$ cat config.mk
export PLATFORM = sky130hd
export DESIGN_NAME = refresh_row_sequencer
export DESIGN_NICKNAME = d
export VERILOG_FILES = /design/src/rtl/refresh_pkg.sv /design/src/rtl/refresh_row_sequencer.sv
export SDC_FILE = /design/constraint.sdc
export NUM_CORES = 1
export LEC_CHECK = 0
export CAP_MARGIN = 10
export CORE_MARGIN = 1
export CORE_UTILIZATION = 45
export DETAILED_ROUTE_END_ITERATION = 10
export GPL_TIMING_DRIVEN = 1
export PLACE_DENSITY = 0.89
export SLEW_MARGIN = 5
export SYNTH_ARGS = -nofsm -noshare
export SYNTH_HDL_FRONTEND = slang
export SYNTH_SLANG_ARGS = --single-unit
$ cat constraint.sdc
create_clock -name clk -period 3.11 [get_ports clk]
set_clock_uncertainty 0.1 [all_clocks]
set_input_delay 0.622 -clock clk [delete_from_list [all_inputs] [get_ports clk]]
set_output_delay 0.622 -clock clk [all_outputs]
set_load 0.02 [all_outputs]
$ cat src/rtl/refresh_pkg.sv
// Shared types and defaults for the gain-cell refresh path.
// The interval counter and the row sequencer both read these defaults.
package refresh_pkg;

  typedef enum logic [2:0] {
    IDLE  = 3'd0,
    REQ   = 3'd1,
    READ  = 3'd2,
    WAIT  = 3'd3,
    WRITE = 3'd4,
    DONE  = 3'd5
  } ref_state_t;

  localparam int REF_ROWS     = 64;
  localparam int REF_READ_LAT = 2;
  localparam int REF_DATA_W   = 32;

endpackage

$ cat src/rtl/refresh_row_sequencer.sv
// Sweeps every gain-cell row once per refresh tick: read the row,
// then write the same data back, arbitrating per row via req/gnt.
module refresh_row_sequencer
  import refresh_pkg::*;
#(
  parameter int ROWS     = REF_ROWS,
  parameter int ADDR_W   = $clog2(ROWS),
  parameter int DATA_W   = REF_DATA_W,
  parameter int READ_LAT = REF_READ_LAT
) (
  input  logic              clk,
  input  logic              rst,
  input  logic              refresh_tick,
  input  logic              disable_ref,
  input  logic              mem_gnt,
  input  logic [DATA_W-1:0] mem_rd_data,
  output logic              mem_req,
  output logic [ADDR_W-1:0] mem_addr,
  output logic              mem_rd_en,
  output logic              mem_wr_en,
  output logic [DATA_W-1:0] mem_wr_data,
  output logic              busy,
  output logic              done,
  output logic              missed_tick
);

  localparam int CNT_W = (READ_LAT > 1) ? $clog2(READ_LAT) : 1;

  localparam logic [ADDR_W-1:0] LAST_ROW = ADDR_W'(ROWS - 1);
  localparam logic [CNT_W-1:0]  LAT_LOAD = CNT_W'(READ_LAT - 1);

  ref_state_t state_q, state_d;

  logic [ADDR_W-1:0] row_q, row_d;
  logic [CNT_W-1:0]  wait_q, wait_d;
  logic [DATA_W-1:0] data_q, data_d;

  logic missed_q, missed_d;
  logic req_q, req_d;
  logic rd_q, rd_d;
  logic wr_q, wr_d;
  logic busy_q, busy_d;
  logic done_q, done_d;

  always_comb begin
    state_d  = state_q;
    row_d    = row_q;
    wait_d   = wait_q;
    data_d   = data_q;
    missed_d = missed_q;

    // A tick arriving mid-sweep is dropped, never queued.
    if (refresh_tick && state_q != IDLE)
      missed_d = 1'b1;

    unique case (state_q)
      IDLE: begin
        if (refresh_tick && !disable_ref)
          state_d = REQ;
      end
      REQ: begin
        if (disable_ref) begin
          state_d = IDLE;
          row_d   = '0;
        end else if (mem_gnt) begin
          state_d = READ;
        end
      end
      READ: begin
        wait_d  = LAT_LOAD;
        state_d = WAIT;
      end
      WAIT: begin
        if (wait_q == '0) begin
          data_d  = mem_rd_data;
          state_d = WRITE;
        end else begin
          wait_d = wait_q - CNT_W'(1);
        end
      end
      WRITE: begin
        // An abort only takes effect once the row is written back.
        if (disable_ref) begin
          state_d = IDLE;
          row_d   = '0;
        end else if (row_q == LAST_ROW) begin
          state_d = DONE;
          row_d   = '0;
        end else begin
          state_d = REQ;
          row_d   = row_q + ADDR_W'(1);
        end
      end
      DONE: begin
        state_d = IDLE;
      end
      default: begin
        state_d = IDLE;
      end
    endcase
  end

  // Request drops on the first REQ cycle of each row so other
  // masters get a chance to win arbitration between rows.
  always_comb begin
    req_d  = (state_d == REQ && state_q == REQ) ||
             (state_d == READ) ||
             (state_d == WAIT) ||
             (state_d == WRITE);
    rd_d   = (state_d == READ);
    wr_d   = (state_d == WRITE);
    done_d = (state_d == DONE);
    busy_d = (state_d != IDLE);
  end

  always_ff @(posedge clk or posedge rst) begin
    if (rst) begin
      state_q  <= IDLE;
      row_q    <= '0;
      wait_q   <= '0;
      data_q   <= '0;
      missed_q <= 1'b0;
      req_q    <= 1'b0;
      rd_q     <= 1'b0;
      wr_q     <= 1'b0;
      busy_q   <= 1'b0;
      done_q   <= 1'b0;
    end else begin
      state_q  <= state_d;
      row_q    <= row_d;
      wait_q   <= wait_d;
      data_q   <= data_d;
      missed_q <= missed_d;
      req_q    <= req_d;
      rd_q     <= rd_d;
      wr_q     <= wr_d;
      busy_q   <= busy_d;
      done_q   <= done_d;
    end
  end

  assign mem_req     = req_q;
  assign mem_addr    = row_q;
  assign mem_rd_en   = rd_q;
  assign mem_wr_en   = wr_q;
  assign mem_wr_data = data_q;
  assign busy        = busy_q;
  assign done        = done_q;
  assign missed_tick = missed_q;

endmodule

# Word-level counts from Yosys, hierarchy flattened

Cells that the tools add are included.

Magnitude comparators: 0
Equality and inequality tests: 11
$add $sub $neg: 2
$mul: 0
Bitwise gates (word level): 1
Reduce and logical (&&, ||, !) cells: 14
Shift operators: 0
Multiplexer cells: 13
Divide/modulo/power cells: 0

Operator list:

| cell                | count |
|---|---|
| $mux 3              | 6 |
| $mux 6              | 3 |
| $pmux 3 s5          | 1 |
| $eq 3x2->1 const B  | 4 |
| $pmux 6 s2          | 1 |
| $eq 3x3->1 const B  | 3 |
| $add 6x1->6 const B | 1 |
| $eq 3x1->1 const B  | 2 |
| $eq 6x6->1 const B  | 1 |
| $reduce_bool 3->1   | 2 |
| $reduce_and 2->1    | 2 |
| $reduce_bool 2->1   | 2 |
| $logic_and 1x1->1   | 3 |
| $logic_not 3->1     | 1 |
| $logic_or 1x1->1    | 3 |
| $ne 2x2->1 const B  | 1 |
| $pmux 1 s2          | 1 |
| $logic_not 1->1     | 1 |
| $mux 1              | 1 |
| $not 1->1           | 1 |
| $sub 1x1->1 const B | 1 |

ROM bits: 0
RAM bits: 0
Bits in registers: 48
Bits of input ports: 37
Memories: 0
Bits in latches: 0

# Longest topological paths before layout

Depth in word-level cells: 9
Depth in mapped cells: 5
Gate-level depth less buffers: 5

# Least setup slack after synthesis

OpenSTA, ideal clock, no wires.

Path kind: input -> register
From: in disable_ref
To: reg row_q[5], in the netlist mem_addr[5]
Slack: 1223 ps
Stages: 5
Setup time: 64 ps
Arrival time: 1723 ps
Cells stage by stage: or4b_1 -> buf_2 -> a31o_4 -> o21ai_1 -> a21o_1

Word-level cells in the longest chain between the ends: 2
Elaborated cells between the ends (all ways): 4

RTL lines:

| item                                                  | RTL line                     | RTL |
|---|---|---|
| from (decl)                                           | refresh_row_sequencer.sv:14  | `input logic disable_ref,` |
| $mux 6 / $ne 2x2->1 (equally long branches)           | --                           |  |
| $pmux 6 s2 / $reduce_and 2->1 (equally long branches) | --                           |  |
| to (signal assigned)                                  | refresh_row_sequencer.sv:130 | `row_q <= row_d;` |
| to (decl)                                             | refresh_row_sequencer.sv:34  | `logic [ADDR_W-1:0] row_q, row_d;` |

Parallel ways exist; a longest one is shown, timed or not.
A chain may end at the register's enable or synchronous reset.

# Worst setup path in the final report

From: in disable_ref
To: reg row_q[3], in the netlist mem_addr[3]

Same word-level chain as after synthesis.

==> impl_metrics.toml <==
[run_status]
run_status = "finished clean"

[clock_tree]
clock_tree_from_tritoncts = "built"
cts_htree_levels = 2
clk_pin_slew_worst_paths_ps = 80
cts_buffers = 5
cts_post_setup_buffers_inserted = 0
clock_tree.root_cell = "clkbuf_8"
ctsLongestPathBuffers = 2
clock_insertion_delay_worst_skew_ps = 300
cts-resized-gates = 0
cts_hold_buf = 0
tritoncts_num_sinks = 48

[timing]
finalWorstPathRequiredPeriod_ps = 2180
setup_violations = 0
hold_ws_ps = 386
max_clock_freq_mhz = 458
fin_setup_tns_ps = 0
hold_viol_final = 0
final_min_period_over_clock_period_pct = 70.2
max_transition_viols_final = 0
grt_setup_unrepaired = "no"
max-slew-margin-rel_pct = 63.7
worst_pin_slew_ps = 544

[drt]
wl_met3_um = 148
avgViaCountPerCell = 5.02
drt-wirelength-per-cell_um = 14.7
drc = 0
ant_nets = 0
met1Wirelength_um = 1640
uppermost_layer_routed = "met4"
dr_wl_met2_um = 2210
routed_wirelength_um = 4050
dr.first_iter.drc_count = 71
drtPass1Iterations = 4
vias = 1385

[worst_setup_path]
worstSetupStartpoint = "disable_ref"
worstRegToRegCells = 4
timing_worst_setup_path_type = "input port to register"
worst_ep_required_time_ps = 3250
crit_path_end_kind = "register"
critPathMaxStageDelay_ps = 680
worstPathMaxFanout = 7
crit_path_cell_trace = "clkdlybuf4s50_1 -> or4b_1 -> a31o_4 -> o21ai_1 -> a21o_1"
crit_path_start_kind = "input port"
critPathBufInv = 1
worst_r2r_endpoint = "mem_wr_data[16]"
worst_path_max_delay_cell = "or4b_1"
arrival_time_reported_for_the_critical_path_endpoint_ps = 2320
path_delay_family = "simple AND/OR/NAND/NOR gates"
internal_reg_to_reg_setup_slack_ps = 1050
r2r_start = "state_q[2]"

[global_routing]
grt_first_pass_wirelength_um = 6270
grt_antenna_before_repair = 0
grt_max_degree = 28
grt_remaining_overflow = 0
via_count_of_the_first_global_routing_pass = 1304
track_usage_pct = 19.1

[die]
core_um2 = 4060
row_cnt = 23
dieArea_um2 = 4540
fp.dieW_um = 67.4
chipHeight_um = 67.4
floorplan.initialDensity_pct = 47.4
top_level_ports = 81

[finish]
finished_layout_cells = 276
fraction_of_layout_cells_with_a_size_suffix_above_1_pct = 19.5
flow.area_growth_from_synthesis_pct = 49.6
layout.nets = 263
filler_cell_count = 318
n_antenna_cell = 0

[placed_design]
place_congestion = 0.894
io_buf_count = 80
dpl.cell_count = 268
hpwl_um = 3060

[logic_synthesis]
synth_top_cell_area_share_pct = 62.5
yosys_register_bits = 48
synthesis.area_um2 = 1920
synthesis.nets = 178
synth.yosys.warnings = 0
ys.flop_type = "dfrtp_1"
netlist_instances = 140
cell_types_with_the_largest_area_share_after_synthesis = "dfrtp_1, mux2_2, nand2b_1"
yosys.cell_types.count = 28
synth_seq_area_share_pct = 62.5
post_synth.cell_area_avg_um2 = 13.7
post_synth_edffs = 0
post-synth-top-area-cell = "dfrtp_1"
ys_async_sr_fraction_pct = 100

[pwr]
power.leakage_nw = 1.23
p_per_area_nw_per_um2 = 930
power.ir.vdd_worst_mv = 0.470

[hold_path]
timing.hold.worst.start = "missed_tick"
hold_path_depth = 1
min_path_type = "register to register"
hold_path_end = "missed_tick"

[run]
number_of_max_capacitance_violations_reported = 0
## how the worst max path moves through the flow
stage / to / slack (ps) / cells after the start
after detailed placement: mem_addr[5] / 640 / 5
after floorplan: mem_addr[5] / 1220 / 5
after global routing: mem_addr[5] / 850 / 5
final: mem_addr[3] / 930 / 5
after global placement: mem_addr[5] / 660 / 5
after CTS: mem_addr[5] / 960 / 5
## power by group
| part | switching (mW) | internal, mW | leakage (nW) | total, mW |
|---|---|---|---|---|
| combinational | 0.583 | 0.681 | 0.585 | 1.26 |
| sequential | 0.155 | 0.881 | 0.595 | 1.04 |
| clock | 0.193 | 0.181 | 0.0455 | 0.375 |
| total | 0.931 | 1.74 | 1.23 | 2.68 |
## Yosys cell counts, drive strengths merged (3+ instances only)
cell / n
nand2: 4
a21oi: 5
nand2b: 6
dfrtp: 48
nor2: 4
inv: 4
mux2: 32
o21ai: 9
buf: 5
a21o: 3
and3: 3
## worst reg2reg max path, stage by stage, from the launching register on
cell	delay (ps)
dfrtp_1	470
nand2b_1	220
nor2_2	360
buf_4	400
mux2_2	390
## registers in the layout, summed over array words and instances, names as in the netlist
signal / flops
mem_rd_en: 1
done: 1
mem_wr_en: 1
mem_wr_data: 32
state_q: 3
mem_req: 1
busy: 1
mem_addr: 6
wait_q: 1
missed_tick: 1
## through the flow
| stage | util [%] | total power [mW] | instance area, µm² | setup WS (ps) |
|---|---|---|---|---|
| 2_1_floorplan | - | 1.71 | 1920 | 1220 |
| 3_3_place_gp | 68.7 | 2.29 | 2790 | 661 |
| 3_5_place_dp | 68.7 | 2.33 | 2790 | 636 |
| 4_1_cts | 70.9 | 2.71 | 2880 | 957 |
| 5_1_grt | 70.9 | 2.83 | 2880 | 847 |
| 6_report | 70.9 | 2.68 | 2880 | 928 |
## kinds of logic (layout without fill, tap and decap cells)
kind of cell / Yosys count / in the layout / share of synthesized area (%)
flops: 48 / 48 / 62.5
fa+ha+maj: 1 / 1 / 0.651
simple gates: 27 / 27 / 8.33
buf+inv: 9 / 95 / 2.08
mux: 33 / 33 / 19.3
compound gates: 22 / 22 / 7.22
## routing by layer
layer	track usage, %	vias up
li1	-	665
met1	22.8	682
met2	32.5	33
met3	5.41	5
met4	7.18	0
met5	0	-
## cells in the final DEF, fill, tap and decap left out, types with 2 or more instances in the layout
| cell type | count |
|---|---|
| clkbuf_8 | 6 |
| inv_1 | 3 |
| nor2_1 | 3 |
| buf_4 | 3 |
| nand2b_1 | 6 |
| a21oi_1 | 5 |
| clkbuf_1 | 2 |
| a21o_1 | 3 |
| and3_1 | 3 |
| mux2_2 | 30 |
| mux2_1 | 2 |
| or3_1 | 2 |
| clkdlybuf4s50_1 | 80 |
| o21ai_1 | 2 |
| o31ai_1 | 2 |
| o21ai_0 | 7 |
| dfrtp_1 | 48 |
| nand2_1 | 4 |
## final cells by class
cell class              count  area [µm²]  area share (%)
inverters                   4        15.0           0.522
flip-flops and latches     48        1200            41.8
repair buffers             83         823            28.6
well taps                  50        62.6            2.17
multi-input cells          83         684            23.8
clock buffers               8        90.1            3.13
No activity file was read; power rests on OpenSTA's default activity.
